## src/rtl/alu_seq.sv

```systemverilog
// Multi-cycle ALU: 1-cycle arithmetic/logic, 1 bit/cycle shifts, iterative shift-add multiply.
// Done one cycle after the accepting edge plus n (shift) or WIDTH (MUL); start ignored while busy.
module alu_seq #(
  parameter int WIDTH  = 16,
  parameter bit MUL_EN = 1'b1
) (
  input  logic             Clock,
  input  logic             Resetn,
  input  logic             start,
  input  logic [3:0]       op,
  input  logic [WIDTH-1:0] A,
  input  logic [WIDTH-1:0] B,
  output logic             busy,
  output logic             done,
  output logic [WIDTH-1:0] result,
  output logic             zero,
  output logic             carry,
  output logic             overflow,
  output logic             illegal
);
  localparam int SHW = $clog2(WIDTH);
  localparam int CW  = SHW + 1;

  localparam logic [3:0] OP_ADD = 4'b0000;
  localparam logic [3:0] OP_SUB = 4'b0001;
  localparam logic [3:0] OP_SLT = 4'b0010;
  localparam logic [3:0] OP_SLL = 4'b0011;
  localparam logic [3:0] OP_SRL = 4'b0100;
  localparam logic [3:0] OP_AND = 4'b0101;
  localparam logic [3:0] OP_OR  = 4'b0110;
  localparam logic [3:0] OP_XOR = 4'b0111;
  localparam logic [3:0] OP_SRA = 4'b1000;
  localparam logic [3:0] OP_MUL = 4'b1001;

  typedef enum logic [1:0] {S_IDLE, S_SHIFT, S_MUL, S_FIN} state_t;

  state_t             state;
  logic [3:0]         op_q;
  logic [WIDTH-1:0]   sh;
  logic [WIDTH-1:0]   mplier;
  logic [2*WIDTH-1:0] mcand;
  logic [2*WIDTH-1:0] acc;
  logic [CW-1:0]      cnt;

  logic [WIDTH:0]     sum;
  logic [WIDTH:0]     diff;
  logic [WIDTH-1:0]   sc_res;
  logic               sc_c;
  logic               sc_v;
  logic               sc_ill;
  logic               is_shift;
  logic               is_mul;
  logic               sh_big;
  logic [CW-1:0]      sh_n;
  logic [WIDTH-1:0]   sh_nxt;
  logic [2*WIDTH-1:0] acc_nxt;

  assign sum      = {1'b0, A} + {1'b0, B};
  assign diff     = {1'b0, A} - {1'b0, B};
  assign sh_big   = (B >= WIDTH'(WIDTH));
  assign sh_n     = {1'b0, B[SHW-1:0]};
  assign is_shift = (op == OP_SLL) || (op == OP_SRL) || (op == OP_SRA);
  assign is_mul   = MUL_EN && (op == OP_MUL);

  // Result of anything that completes at the accepting edge.
  always_comb begin
    sc_res = '0;
    sc_c   = 1'b0;
    sc_v   = 1'b0;
    sc_ill = 1'b0;
    case (op)
      OP_ADD: begin
        sc_res = sum[WIDTH-1:0];
        sc_c   = sum[WIDTH];
        sc_v   = (A[WIDTH-1] == B[WIDTH-1]) && (sum[WIDTH-1] != A[WIDTH-1]);
      end
      OP_SUB: begin
        sc_res = diff[WIDTH-1:0];
        sc_c   = diff[WIDTH];
        sc_v   = (A[WIDTH-1] != B[WIDTH-1]) && (diff[WIDTH-1] != A[WIDTH-1]);
      end
      OP_SLT: sc_res = {{(WIDTH-1){1'b0}}, (A < B)};
      OP_SLL, OP_SRL, OP_SRA: begin
        if (sh_big) sc_res = (op == OP_SRA) ? {WIDTH{A[WIDTH-1]}} : '0;
        else        sc_res = A;
      end
      OP_AND: sc_res = A & B;
      OP_OR:  sc_res = A | B;
      OP_XOR: sc_res = A ^ B;
      OP_MUL: sc_ill = !MUL_EN;
      default: sc_ill = 1'b1;
    endcase
  end

  always_comb begin
    sh_nxt = {1'b0, sh[WIDTH-1:1]};
    if (op_q == OP_SLL)      sh_nxt = {sh[WIDTH-2:0], 1'b0};
    else if (op_q == OP_SRA) sh_nxt = {sh[WIDTH-1], sh[WIDTH-1:1]};
  end

  assign acc_nxt = acc + (mplier[0] ? mcand : '0);

  always_ff @(posedge Clock or negedge Resetn) begin
    if (!Resetn) begin
      state    <= S_IDLE;
      busy     <= 1'b0;
      done     <= 1'b0;
      result   <= '0;
      zero     <= 1'b0;
      carry    <= 1'b0;
      overflow <= 1'b0;
      illegal  <= 1'b0;
      op_q     <= '0;
      sh       <= '0;
      mplier   <= '0;
      mcand    <= '0;
      acc      <= '0;
      cnt      <= '0;
    end else begin
      done <= 1'b0;
      case (state)
        S_IDLE, S_FIN: begin
          state <= S_IDLE;
          if (start) begin
            op_q <= op;
            if (is_shift && !sh_big && (sh_n != '0)) begin
              sh    <= A;
              cnt   <= sh_n;
              busy  <= 1'b1;
              state <= S_SHIFT;
            end else if (is_mul) begin
              mcand  <= {{WIDTH{1'b0}}, A};
              mplier <= B;
              acc    <= '0;
              cnt    <= CW'(WIDTH);
              busy   <= 1'b1;
              state  <= S_MUL;
            end else begin
              result   <= sc_res;
              zero     <= !sc_ill && (sc_res == '0);
              carry    <= sc_c;
              overflow <= sc_v;
              illegal  <= sc_ill;
              done     <= 1'b1;
              state    <= S_FIN;
            end
          end
        end
        S_SHIFT: begin
          sh  <= sh_nxt;
          cnt <= cnt - 1'b1;
          if (cnt == CW'(1)) begin
            result   <= sh_nxt;
            zero     <= (sh_nxt == '0);
            carry    <= 1'b0;
            overflow <= 1'b0;
            illegal  <= 1'b0;
            done     <= 1'b1;
            busy     <= 1'b0;
            state    <= S_FIN;
          end
        end
        S_MUL: begin
          acc    <= acc_nxt;
          mcand  <= {mcand[2*WIDTH-2:0], 1'b0};
          mplier <= {1'b0, mplier[WIDTH-1:1]};
          cnt    <= cnt - 1'b1;
          // Last partial product: publish straight from the adder output.
          if (cnt == CW'(1)) begin
            result   <= acc_nxt[WIDTH-1:0];
            zero     <= (acc_nxt[WIDTH-1:0] == '0);
            carry    <= |acc_nxt[2*WIDTH-1:WIDTH];
            overflow <= |acc_nxt[2*WIDTH-1:WIDTH];
            illegal  <= 1'b0;
            done     <= 1'b1;
            busy     <= 1'b0;
            state    <= S_FIN;
          end
        end
        default: begin
          state <= S_IDLE;
          busy  <= 1'b0;
        end
      endcase
    end
  end
endmodule
```

## config.mk

```make
export PLATFORM = sky130hd
export DESIGN_NAME = alu_seq
export DESIGN_NICKNAME = d
export VERILOG_FILES = /design/src/rtl/alu_seq.sv
export SDC_FILE = /design/constraint.sdc
export NUM_CORES = 1
export LEC_CHECK = 0
export ABC_AREA = 1
export CAP_MARGIN = 20
export CORE_ASPECT_RATIO = 0.6
export CORE_MARGIN = 2
export CORE_UTILIZATION = 55
export CTS_BUF_LIST = sky130_fd_sc_hd__clkbuf_16
export DETAILED_ROUTE_END_ITERATION = 10
export MAX_ROUTING_LAYER = met4
export PLACE_DENSITY = 0.76
export SLEW_MARGIN = 25
export SYNTH_ARGS = -nofsm -noshare
export SYNTH_HDL_FRONTEND = slang
export SYNTH_SLANG_ARGS = --single-unit
```

## constraint.sdc

```tcl
create_clock -name Clock -period 3.05 [get_ports Clock]
set_input_delay 0.61 -clock Clock [delete_from_list [all_inputs] [get_ports Clock]]
set_output_delay 0.61 -clock Clock [all_outputs]
set_load 0.05 [all_outputs]
```

==> impl_metrics.py, run 1 <==
metrics = {
    "sta": {
        "hold_ws_ns": 0.140,
        "finalHoldViolCount": 0,
        "period_share_pct": 98.0,
        "finClkSkew_ns": 0.0156,
        "setup_violations": 0,
        "max_slew.worst_pin.slew_ns": 0.646,
        "fmax_ghz": 0.335,
        "relSlewSlack_pct": 56.8,
        "maxSlewViolCount": 0,
        "fin_crit_ns": 2.99,
    },
    "synth": {
        "ys_ff_latch": 129,
        "syn_avg_cell_area_um2": 6.01,
        "synth_nets": 2123,
        "synth_top_cell_area_share_pct": 26.9,
        "synth_area_um2": 12000,
        "yosysUniqueCellTypes": 42,
        "synth-edff-count": 0,
        "synthArstFlopShare_pct": 100,
        "postSynthCellCount": 1993,
        "yosys.area.top_type": "dfrtp_1",
        "netlist_top_cells_count": "742 x nand2_1, 295 x inv_1, 164 x nor2_1",
        "synth_area_leaders": "dfrtp_1 27%, nand2_1 23%, inv_1 9.2%",
        "ys_seq_area_share_pct": 26.9,
        "yosysWarnings": 0,
        "synth_most_common_cell": "nand2_1",
        "synthFlopType": "dfrtp_1",
    },
    "power": {
        "power_density_nw_per_um2": 833,
        "p_seq_share_pct": 23.9,
        "pwr-share-clk_pct": 16.6,
        "leakage_nw": 8.36,
        "p_sw_w": 0.00638,
        "swShare_pct": 51.1,
        "internal-power_w": 0.00612,
        "pwr-share-comb_pct": 59.4,
        "vdd_drop_max_uv": 857,
    },
    "critical_path": {
        "crit_buf_inv": 3,
        "cp_max_fo": 14,
        "path_delay_family": "simple AND/OR/NAND/NOR gates",
        "cpPeakStageDelay_ns": 0.45,
        "critPathSlowestCell": "dfrtp_2",
        "crit_path_start_kind": "register",
        "cp.required_ns": 3.36,
        "arrival_ns": 3.30,
        "end_kind": "register",
        "worstSetupPathType": "reg -> reg",
        "crit_path_cell_trace": "buf_4, nand2_1, inv_1, ha_1, buf_4, nand2_1, nor2_1, nand2_1, nor2_1, nor2_1, nand2_1, nand2_1, nand2_1, nand2_1, nor2_1, nand3_2, nand2_2, a21oi_1",
        "cp_common_cell": "nand2_1",
    },
    "layout": {
        "antenna_cells": 0,
        "finalNetCount": 2342,
        "drive_above_1_share_pct": 15.4,
        "final_area_um2": 15000,
        "synthToLayoutAreaGrowth_pct": 25.3,
        "fillers": 1872,
        "utilization_pct": 70.8,
        "multi_input_comb_area_um2": 7410,
        "regArea_um2": 3230,
    },
    "floorplan": {
        "rows": 41,
        "die_h_um": 118,
        "initial_core_util_pct": 56.5,
        "die_w_um": 195,
        "io_pins": 61,
        "die_area_um2": 23000,
        "core_um2": 21200,
    },
    "placed_design": {
        "placement.io_buffers": 60,
        "gp_congestion": 1.05,
        "hpwl_um": 37900,
        "placed_area_um2": 14200,
    },
    "drt": {
        "dr_total_vias": 14200,
        "post_drt_wl_per_cell_um": 18.9,
        "antenna_left": 0,
        "vias_per_cell": 5.67,
        "drtIter0Drc": 2092,
        "remaining_drc_errors": 0,
        "drt_first_pass_iters": 8,
        "routed_wirelength_um": 47300,
    },
    "clocking": {
        "cts.path.max_buffers": 2,
        "numCtsBuffers": 17,
        "post-cts-setup-buffers": 0,
        "clk_pin_slew_ns": 0.06,
        "cts_tree": "done",
        "root_buffer": "clkbuf_16",
        "clk_latency_ns": 0.43,
        "cts.sinks": 129,
        "cts_max_level": 4,
    },
    "global_route": {
        "grt_pass1_wl_um": 71800,
        "grt_max_degree": 64,
        "grt_pass1_vias": 12600,
        "overflow": 0,
        "antenna_found_initial": 0,
        "grt.total_usage_pct": 42.2,
    },
    "worst_hold_path": {
        "hp-class": "in -> async",
    },
    "job": {
        "maxCapViolCount": 0,
    },
    "outcome": {
        "status": "finished, final reports clean",
    },
}
## stage by stage
step	cells	worst slack [ns]	TNS [ns]	total power [W]
after floorplan	1993	0.529	0	0.00752
after global placement	2472	-0.348	-6.13	0.00970
after detailed placement	2472	-0.363	-9.09	0.00991
after CTS	2504	0.00638	0	0.0121
after global routing	2504	-0.0103	-0.0103	0.0133
final	2504	0.0609	0	0.0125
## power by group through the flow
stage	combinational, W	sequential, W	clock, W
2_1_floorplan	0.00432	0.00319	0
3_3_place_gp	0.00677	0.00293	0
3_5_place_dp	0.00695	0.00296	0
4_1_cts	0.00705	0.00295	0.00208
5_1_grt	0.00807	0.00305	0.00215
6_report	0.00743	0.00299	0.00208
## flip-flops by register name (all words and copies together), names as in the netlist
signal    flops
cnt           5
carry         1
done          1
sh           16
op_q          4
mcand        32
illegal       1
result       16
busy          1
zero          1
state         2
mplier       16
overflow      1
acc          32
## layout make-up
class,count,share of cell area (%)
Clock inverter,15,1.06
Inverter,327,8.18
Tap cell,279,2.33
Timing Repair Buffer,262,14.7
Multi-Input combinational cell,1475,49.4
Clock buffer,17,2.84
Sequential cell,129,21.5
## per-layer routing
layer	vias up	share of wire (%)	track usage (%)
li1	6693	-	-
met1	6446	46	65.1
met2	994	36	51.1
met3	63	17	15.9
met4	0	1.4	7.02
met5	-	0	-
## worst paths after layout
check                      startpoint         end  slack [ns]  cells past startpoint
max in group asynchronous      Resetn     acc[19]        2.05                      2
hold reg to reg             mplier[3]   mplier[3]        0.48                      2
hold / removal                 Resetn  mplier[13]        0.14                      1
setup / recovery            mplier[0]       carry        0.06                     18
min in group Clock          mplier[3]   mplier[3]        0.48                      2
setup reg to reg            mplier[0]       carry        0.06                     18
## cell families (layout without fill, tap and decap cells)
kind of cell	Yosys count	in the layout	synth area share [%]
AOI/OAI and AO/OA	282	282	12.9
xor gates and xnor gates	11	11	0.804
adders and majority gates	91	91	9.69
buffers and inverters	389	621	12.8
DFF	129	129	26.9
muxes	1	1	0.0836
and+or+nand+nor	1090	1090	36.8
## cell usage in the layout, fill, tap and decap left out, types with 6 or more instances in the layout
cell             instances
nand2_1                721
inv_1                  294
buf_4                  195
nor2_1                 148
dfrtp_1                128
nand3_1                122
ha_1                    79
o21ai_0                 75
a21oi_1                 70
o21ai_1                 66
clkdlybuf4s50_1         58
inv_2                   28
nand2_2                 25
o22ai_1                 25
nand4_1                 18
nor2_2                  17
clkbuf_16               17
a31oi_1                 12
nor3_1                  11
or2_2                    9
inv_6                    9
nand3b_1                 8
a21oi_2                  7
ha_2                     7
xnor2_1                  6
o31ai_1                  6
o21a_1                   6
buf_12                   6
## what timing repair did
item	CTS	global route
setup endpoints to repair	2	8
hold buffers	0	0
gates resized for setup	2	62
pin swaps	0	4
No activity file was read; power rests on OpenSTA's default activity.
==> run 2, diff against run 1 <==
--- a/config.mk
+++ b/config.mk
@@ -13,7 +13,7 @@
 export CTS_BUF_LIST = sky130_fd_sc_hd__clkbuf_16
 export DETAILED_ROUTE_END_ITERATION = 10
 export MAX_ROUTING_LAYER = met4
-export PLACE_DENSITY = 0.76
+export PLACE_DENSITY = 0.74
 export SLEW_MARGIN = 25
 export SYNTH_ARGS = -nofsm -noshare
 export SYNTH_HDL_FRONTEND = slang
==> run 2 against run 1 <==
Compared with the run above:
- flip-flop and latch count is the same
- final area grew 2.0%
- utilization grew 1.4 points
- count of clock-buffer cells in the layout is the same
- combinational power grew 4.6%
- non-clock buffer count grew 31
- die area is the same
- clock skew shrank 0.0072 ns
- wire length grew 1.2%
- largest power group unchanged
==> impl_metrics.py, run 2 (same netlist as run 1, synthesis figures left out) <==
metrics = {
    "clocking": {
        "clk_pin_slew_ns": 0.06,
        "clk_latency_ns": 0.43,
        "cts.path.max_buffers": 2,
        "cts_tree": "done",
        "root_buffer": "clkbuf_16",
        "post-cts-setup-buffers": 0,
        "numCtsBuffers": 17,
        "cts_max_level": 4,
        "cts.sinks": 129,
    },
    "floorplan": {
        "rows": 41,
        "io_pins": 61,
        "die_h_um": 118,
        "initial_core_util_pct": 56.5,
        "core_um2": 21200,
        "die_area_um2": 23000,
        "die_w_um": 195,
    },
    "layout": {
        "fillers": 1782,
        "antenna_cells": 0,
        "mostFrequentLayoutCells": "723 x nand2_1, 295 x inv_1, 219 x buf_4",
        "utilization_pct": 72.2,
        "finalNetCount": 2373,
        "synthToLayoutAreaGrowth_pct": 27.8,
        "mostFrequentLayoutCell": "nand2_1",
        "top_regs": "acc (32), mcand (32)",
        "drive_above_1_share_pct": 16.1,
        "final_area_um2": 15300,
    },
    "drt": {
        "antenna_left": 0,
        "routed_wirelength_um": 47900,
        "dr_total_vias": 14600,
        "remaining_drc_errors": 0,
        "post_drt_wl_per_cell_um": 18.9,
        "vias_per_cell": 5.74,
        "drtIter0Drc": 2388,
        "drt_first_pass_iters": 6,
    },
    "sta": {
        "hold_ws_ns": 0.191,
        "setup_violations": 0,
        "relSlewSlack_pct": 42.3,
        "finClkSkew_ns": 0.00846,
        "fin_crit_ns": 3.04,
        "finalHoldViolCount": 0,
        "max_slew.worst_pin.slew_ns": 0.863,
        "maxSlewViolCount": 0,
        "period_share_pct": 99.6,
        "setup_slack_ns": 0.0121,
        "rsz0062_at_grt": "true",
        "fmax_ghz": 0.329,
    },
    "critical_path": {
        "end_kind": "register",
        "crit_path_start_kind": "register",
        "cp.required_ns": 3.35,
        "rrSetupSlack_ns": 0.01,
        "worstSetupPathType": "reg -> reg",
        "cp_max_fo": 14,
        "rr_worst_depth": 18,
        "arrival_ns": 3.34,
    },
    "global_route": {
        "grt_max_degree": 75,
        "antenna_found_initial": 0,
        "grt.total_usage_pct": 42.7,
        "overflow": 0,
        "grt_pass1_vias": 13000,
        "grt_pass1_wl_um": 73100,
    },
    "placed_design": {
        "dp_slack_ns": -0.279,
        "placed_area_um2": 14500,
        "gp_congestion": 1.07,
        "hpwl_um": 38500,
        "placement.io_buffers": 60,
    },
    "outcome": {
        "status": "finished, final reports clean",
    },
    "worst_hold_path": {
        "hp-class": "in -> async",
    },
    "job": {
        "maxCapViolCount": 0,
    },
    "power": {
        "leakage_nw": 8.53,
        "vdd_drop_max_uv": 815,
        "power_density_nw_per_um2": 836,
    },
}
## run 2: cell types whose count changed in the layout (fill, tap and decap cells not counted), sizes merged
cell	delta
clkinvlp	+4
buf	+31
clkdlybuf4s50	+1
dlymetal6s2s	-1
inv	-4
## run 2: final timing paths
kind / startpoint / to
setup / recovery: mplier[0] / overflow
min in group Clock: mplier[14] / mplier[14]
hold / removal: Resetn / mplier[11]
max in group asynchronous: Resetn / acc[18]
hold reg to reg: mplier[14] / mplier[14]
setup reg to reg: mplier[0] / overflow
## run 2: power breakdown
part           switching [W]  internal, W  total [W]  leakage, nW
Combinational        0.00503      0.00275    0.00777         6.59
Clock               0.000882      0.00115    0.00203        0.268
Sequential          0.000542      0.00246    0.00300         1.67
## run 2: critical path, stage by stage, from the launching register on
cell and delay [ns]:
dfrtp_2 0.44, buf_6 0.18, nand2_1 0.07, inv_1 0.08, fa_1 0.45, nand3_1 0.11
nand2_2 0.13, nand2_1 0.10, nand2_2 0.12, nand2_1 0.12, nand2_1 0.09, nand2_1 0.10
nand3_1 0.12, nand2_4 0.17, nand2_1 0.07, nor2_1 0.14, nand3_1 0.16, nand2_2 0.16
a21oi_2 0.09
## run 2: timing repair
item | in CTS | in global routing
hold buffers | 0 | 0
gates resized for setup | 4 | 50
setup endpoints to repair | 2 | 5
## run 2: layout make-up
type / count / area (µm²) / area share (%)
inverter: 327 / 1230 / 8.02
sequential: 129 / 3230 / 21.1
clock buffer: 17 / 425 / 2.78
clock inverter: 15 / 151 / 0.989
tap: 279 / 349 / 2.28
multi-input combinational: 1475 / 7420 / 48.4
timing repair buffer: 293 / 2510 / 16.4
## run 2: through the flow
step                TNS [ns]  instances  total power [W]
floorplan                  0       1993          0.00752
global placement       -1.16       2503          0.00993
detailed placement     -1.91       2503           0.0102
CTS                        0       2535           0.0123
global route         -0.0251       2535           0.0135
finish                     0       2535           0.0128
## run 2: metal layers
metal  GRT usage (%)  vias to the layer above  part of all wire [%]
li1                -                     6749                     -
met1            64.7                     6691                    46
met2            51.6                     1030                    36
met3            17.1                       83                    17
met4            7.93                        0                   1.6
met5               -                        -                     0
==> edit 1, RTL diff (settings of run 1) <==
Make the reset (`Resetn`) synchronous in one clocked block.
--- a/src/rtl/alu_seq.sv
+++ b/src/rtl/alu_seq.sv
@@ -101,5 +101,5 @@
   assign acc_nxt = acc + (mplier[0] ? mcand : '0);
 
-  always_ff @(posedge Clock or negedge Resetn) begin
+  always_ff @(posedge Clock) begin
     if (!Resetn) begin
       state    <= S_IDLE;
Formal check against the unedited RTL: differs if Resetn is asserted again (counterexample within 4 cycles, from zero or initial values and one cycle with Resetn low); with Resetn held inactive, the same outputs for 4 cycles.
==> edit 1 against run 1 <==
Sequential cell count unchanged. Area after synthesis fell by 1.8%. Cell area increased by 2.6%. Via count grew 5.6%. First-iteration DRC count rose by 15%. Worst setup slack lost 0.050 ns. Wire length grew 8.2%. Synthesized cell count up 0.15%. Total power decreased by 31%. Sequential power shrank 21%. Combinational power decreased by 43%. Sequential share of layout area is 4.7 points lower.
==> edit 1: results (changes against run 1) <==
* Comb_multi_in at 1,497 (was 1,475)
* First-pass iteration count of the detailed router at 7 (was 8)
* Worst hold path depth at 2
* Fillers at 1,744 (was 1,872)
* Hold Crit Class: reg -> reg (was in -> async)
* NetSw at 4.017 mW (was 6.383 mW)
* Die width at 192.8 um (was 194.5 um)
* Top post-synthesis cells by area: dfxtp_1 (22%), nand2_1 (20%), ha_1 (9.5%) (was dfrtp_1 (27%), nand2_1 (23%), inv_1 (9.2%))
* Clock Skew at 0.01796 ns (was 0.01565 ns)
* Pin count of the biggest net entering global routing at 89 (was 64)
* Worst slack, placed at -0.3691 ns (was -0.3629 ns)
* Non-CTS buffers at 315 (was 262)
* Flip-flop and latch area at 0.002586 mm^2 (was 0.003229 mm^2)
* Post-Route WL at 51.20 mm (was 47.30 mm)
* Initial antenna violation count at 0 (unchanged)
* Fmax at 329.0 MHz (was 334.5 MHz)
* Critical Path Slowest Stage Cell: dfxtp_4 (was dfrtp_2)
* Gpl congestion at 1.069 (was 1.049)
* Final Net Count at 2,383 (was 2,342)
* Status: complete, no violations (unchanged)
* Fraction of registers with async set/reset at 0% (was 100.0%)
* CP Launch Point: mplier[0] (unchanged)
* Overall Global Routing Usage at 44.91% (was 42.24%)
* Non-clk buf share at 17.12% (was 14.66%)
* DR WL/cell at 20.13 um (was 18.89 um)
* Post-synth net total at 2,127 (was 2,123)
* Sequential area share after synthesis at 21.96% (was 26.95%)
* Vias in the first global route at 12.68k (was 12.59k)
* Commonest cells post-synth: nand2_1 (633), inv_1 (268), nor2_1 (161) (was nand2_1 (742), inv_1 (295), nor2_1 (164))
* Hold WS at 0.4687 ns (was 0.1396 ns)
* VDD IR max at 0.0009622 V (was 0.0008571 V)
* Cell family with most CP delay: simple AND/OR/NAND/NOR gates (unchanged)
* Crit path capture: carry (unchanged)
* Worst Reg-to-Reg Cells at 22 (was 18)
* Seq cells at 129 (unchanged)
* Slew margin rel. at 43.02% (was 56.82%)
* FF-to-FF setup slack at 0.01 ns (was 0.06 ns)
* Crit-path max cell delay at 0.38 ns (was 0.45 ns)
* Fraction of area in multi-input gates at 53.02% (was 49.42%)
* Inverters excl. clock at 292 (was 327)
* Critical Path AT at 3.37 ns (was 3.30 ns)
* Post-synth cell types at 50 (was 42)
* Final clock-cell share at 3.626% (was 3.894%)
* Synth Instances at 1,996 (was 1,993)
* Layout cell share with drive strength beyond 1 at 20.18% (was 15.37%)
* Initial drt markers at 2,398 (was 2,092)
* Via count at 14.99k (was 14.20k)
* Critical path peak fanout at 9 (was 14)
* First-pass GRT wire length at 72.87 mm (was 71.77 mm)
* Final core utilization at 73.34% (was 70.82%)
[edit 1: cell types whose count changed in the layout (fill, tap and decap cells not counted), sizes merged, moves of 24 or more]
cell   delta
a21oi    +66
a31oi    +30
buf      +52
dfrtp   -129
dfxtp   +129
inv      -41
nand2   -107
nand3    +24
[edit 1: worst reg2reg max path, cell delays in order, from the launching register on]
cell and delay (ns):
dfxtp_4 0.38, clkbuf_16 0.19, nand2_1 0.10, inv_1 0.07, ha_2 0.20, fa_2 0.35
nand3_1 0.09, nand3_2 0.15, nand2_1 0.15, nand3_4 0.14, nand2_2 0.10, nand2_1 0.05
nand2_1 0.05, nand2_1 0.07, nor2_1 0.12, nand2_1 0.08, nor2_1 0.12, buf_4 0.14
nand3_4 0.10, nand2_2 0.09, nand3_1 0.08, nand2_1 0.08, inv_1 0.04
[edit 1: cell families (layout without fill, tap and decap cells)]
family	Yosys count	after routing	share of synthesized area [%]
AO/OA/AOI/OAI	355	355	16.48
XOR/XNOR	18	18	1.341
adder cells (fa/ha/maj)	92	92	9.982
buffers and inverters	370	639	13.10
flip-flops	129	129	21.96
multiplexers	1	1	0.08514
AND/OR/NAND/NOR	1031	1031	37.04
[edit 1: power by group through the flow]
stage | clock network (mW) | logic [mW] | registers (mW)
2_1_floorplan | 0 | 2.30 | 2.62
3_3_place_gp | 0 | 3.83 | 2.33
3_5_place_dp | 0 | 3.92 | 2.34
4_1_cts | 2.00 | 3.96 | 2.31
5_1_grt | 2.07 | 4.54 | 2.38
6_report | 2.02 | 4.26 | 2.36
[edit 1: routing by layer]
layer / track usage, % / routed length [um] / up-vias
li1: - / - / 6928
met1: 63.89 / 21720 / 6815
met2: 54.36 / 18680 / 1129
met3: 21.68 / 9782 / 119
met4: 11.25 / 1018 / 0
met5: - / 0 / -
==> edit 2, RTL diff (config.mk and constraints of run 1) <==
Made on the original files. Change the parameter `MUL_EN` from 1'b1 to 1'b0.
--- a/src/rtl/alu_seq.sv
+++ b/src/rtl/alu_seq.sv
@@ -3,5 +3,5 @@
 module alu_seq #(
   parameter int WIDTH  = 16,
-  parameter bit MUL_EN = 1'b1
+  parameter bit MUL_EN = 1'b0
 ) (
   input  logic             Clock,
Behaviour: not the same (Yosys sat finds a counterexample within 4 cycles, from zero or initial values and one cycle with Resetn low).
==> edit 2 against run 1 <==
Cell area is 47% lower. Register-to-register slack improved by 0.19 ns. First-iteration DRC count is 57% lower. Final cell count is 47% lower. Critical path depth decreased by 1. Sequential cell count is 80 lower. Wire length is 52% lower. Hold slack improved by 0.060 ns. Sequential share of layout area fell by 6.0 points. Via count shrank 49%. Area after synthesis fell by 51%. Worst setup slack improved by 0.026 ns. Total power down 58%.
==> edit 2: results (changes against run 1) <==
* Initial drt markers at 898 (was 2,092)
* Post-Layout Cell Count at 1,319 (was 2,504)
* Gpl congestion at 1.014 (was 1.049)
* Final Net Count at 1,278 (was 2,342)
* Pin count of the biggest net entering global routing at 36 (was 64)
* Hold WS at 0.1999 ns (was 0.1396 ns)
* Critical Path AT at 3.19 ns (was 3.30 ns)
* First-pass iteration count of the detailed router at 6 (was 8)
* Crit-path max cell delay at 0.48 ns (was 0.45 ns)
* Syn avg cell area at 5.969 um^2 (was 6.011 um^2)
* Post-synth cell types at 46 (was 42)
* Critical Path Slowest Stage Cell: clkdlybuf4s50_1 (was dfrtp_2)
* Synth warn at 0 (unchanged)
* Top post-synthesis cells by area: dfrtp_1 (21%), nand2_1 (16%), ha_1 (12%) (was dfrtp_1 (27%), nand2_1 (23%), inv_1 (9.2%))
* Fillers at 890 (was 1,872)
* PostCTS Resize Cnt at 0 (was 2)
* Overall Global Routing Usage at 41.34% (was 42.24%)
* Static Leak at 4.309 nW (was 8.363 nW)
* Cell family with most CP delay: simple AND/OR/NAND/NOR gates (unchanged)
* DR WL/cell at 17.28 um (was 18.89 um)
* Dpl cell area at 0.007679 mm^2 (was 0.01422 mm^2)
* Critical path peak fanout at 3 (was 14)
* Port buffer count at 60 (unchanged)
* Sequential area share after synthesis at 20.86% (was 26.95%)
* Layout cell share with drive strength beyond 1 at 17.37% (was 15.37%)
* H-tree depth at 2 (was 4)
* Clock Skew at 0.003894 ns (was 0.01565 ns)
* First-pass GRT wire length at 35.28 mm (was 71.77 mm)
* Worst slack, placed at -0.2049 ns (was -0.3629 ns)
* Vias in the first global route at 6,705 (was 12.59k)
* Largest regs: result (16), sh (16), cnt (5) (was acc (32), mcand (32))
* Hold Crit Class: in -> async (unchanged)
* Fraction of registers with async set/reset at 100.0% (unchanged)
* VDD IR max at 0.001167 V (was 0.0008571 V)
* Status: complete, no violations (unchanged)
* Dpl hpwl at 18.42 mm (was 37.86 mm)
* TritonCTS Buffers at 5 (was 17)
* Worst slew pin tran at 0.7353 ns (was 0.6458 ns)
* FF-to-FF setup slack at 0.25 ns (was 0.06 ns)
* Via count at 7,307 (was 14.20k)
* Clock Latency Late Sink at 0.30 ns (was 0.43 ns)
* Post-synth net total at 1,084 (was 2,123)
* Commonest cells post-synth: nand2_1 (257), inv_1 (162), nor2_1 (121) (was nand2_1 (742), inv_1 (295), nor2_1 (164))
## edit 2: cell count changes after synthesis, moves of 37 or more
cell     delta
a21oi_1    -37
dfrtp_1    -80
inv_1     -133
nand2_1   -485
nor2_1     -43
o21ai_1    -62
## edit 2: final timing paths
path                       endpoint     from  depth (start not counted)
setup / recovery               zero     A[0]                         17
hold / removal             state[1]   Resetn                          1
setup reg to reg               zero  op_q[3]                          9
hold reg to reg             illegal  illegal                          2
max in group asynchronous    sh[10]   Resetn                          2
min in group Clock          illegal  illegal                          2
## edit 2: metrics by stage
step | power (mW) | TNS, ns
after global routing | 5.594 | -0.02573
final | 5.251 | 0
after global placement | 4.470 | -0.5736
after floorplan | 3.299 | 0
after CTS | 5.098 | 0
after detailed placement | 4.526 | -1.040
## edit 2: layout make-up
type | count | area [um^2] | share of cell area (%)
clock inverters | 3 | 18.77 | 0.2376
flip-flops and latches | 49 | 1226 | 15.52
multi-input cells | 737 | 3931 | 49.76
inverters | 166 | 623.1 | 7.887
clock buffers | 5 | 125.1 | 1.584
repair buffers | 220 | 1802 | 22.81
well taps | 139 | 173.9 | 2.201
## edit 2: cell families after synthesis
group	after synthesis	share of synthesized area (%)
AND/OR/NAND/NOR	515	37.20
buffers and inverters	199	13.39
AO/OA/AOI/OAI	159	15.09
adder cells (fa/ha/maj)	60	13.02
flip-flops	49	20.86
XOR/XNOR	3	0.4470
## edit 2: where the power goes
group,leakage (nW),total [mW],switching (mW),internal (mW)
clock,0.0672,0.562,0.261,0.301
combinational,3.64,3.52,2.31,1.21
sequential,0.604,1.17,0.203,0.968
## edit 2: layer usage
layer | share of wire [%] | track usage (%) | up-vias
met5 | 0 | - | -
met4 | 1.5 | 7.029 | 0
met3 | 16 | 16.64 | 36
met2 | 38 | 53.28 | 493
met1 | 44 | 60.57 | 3256
li1 | - | - | 3522
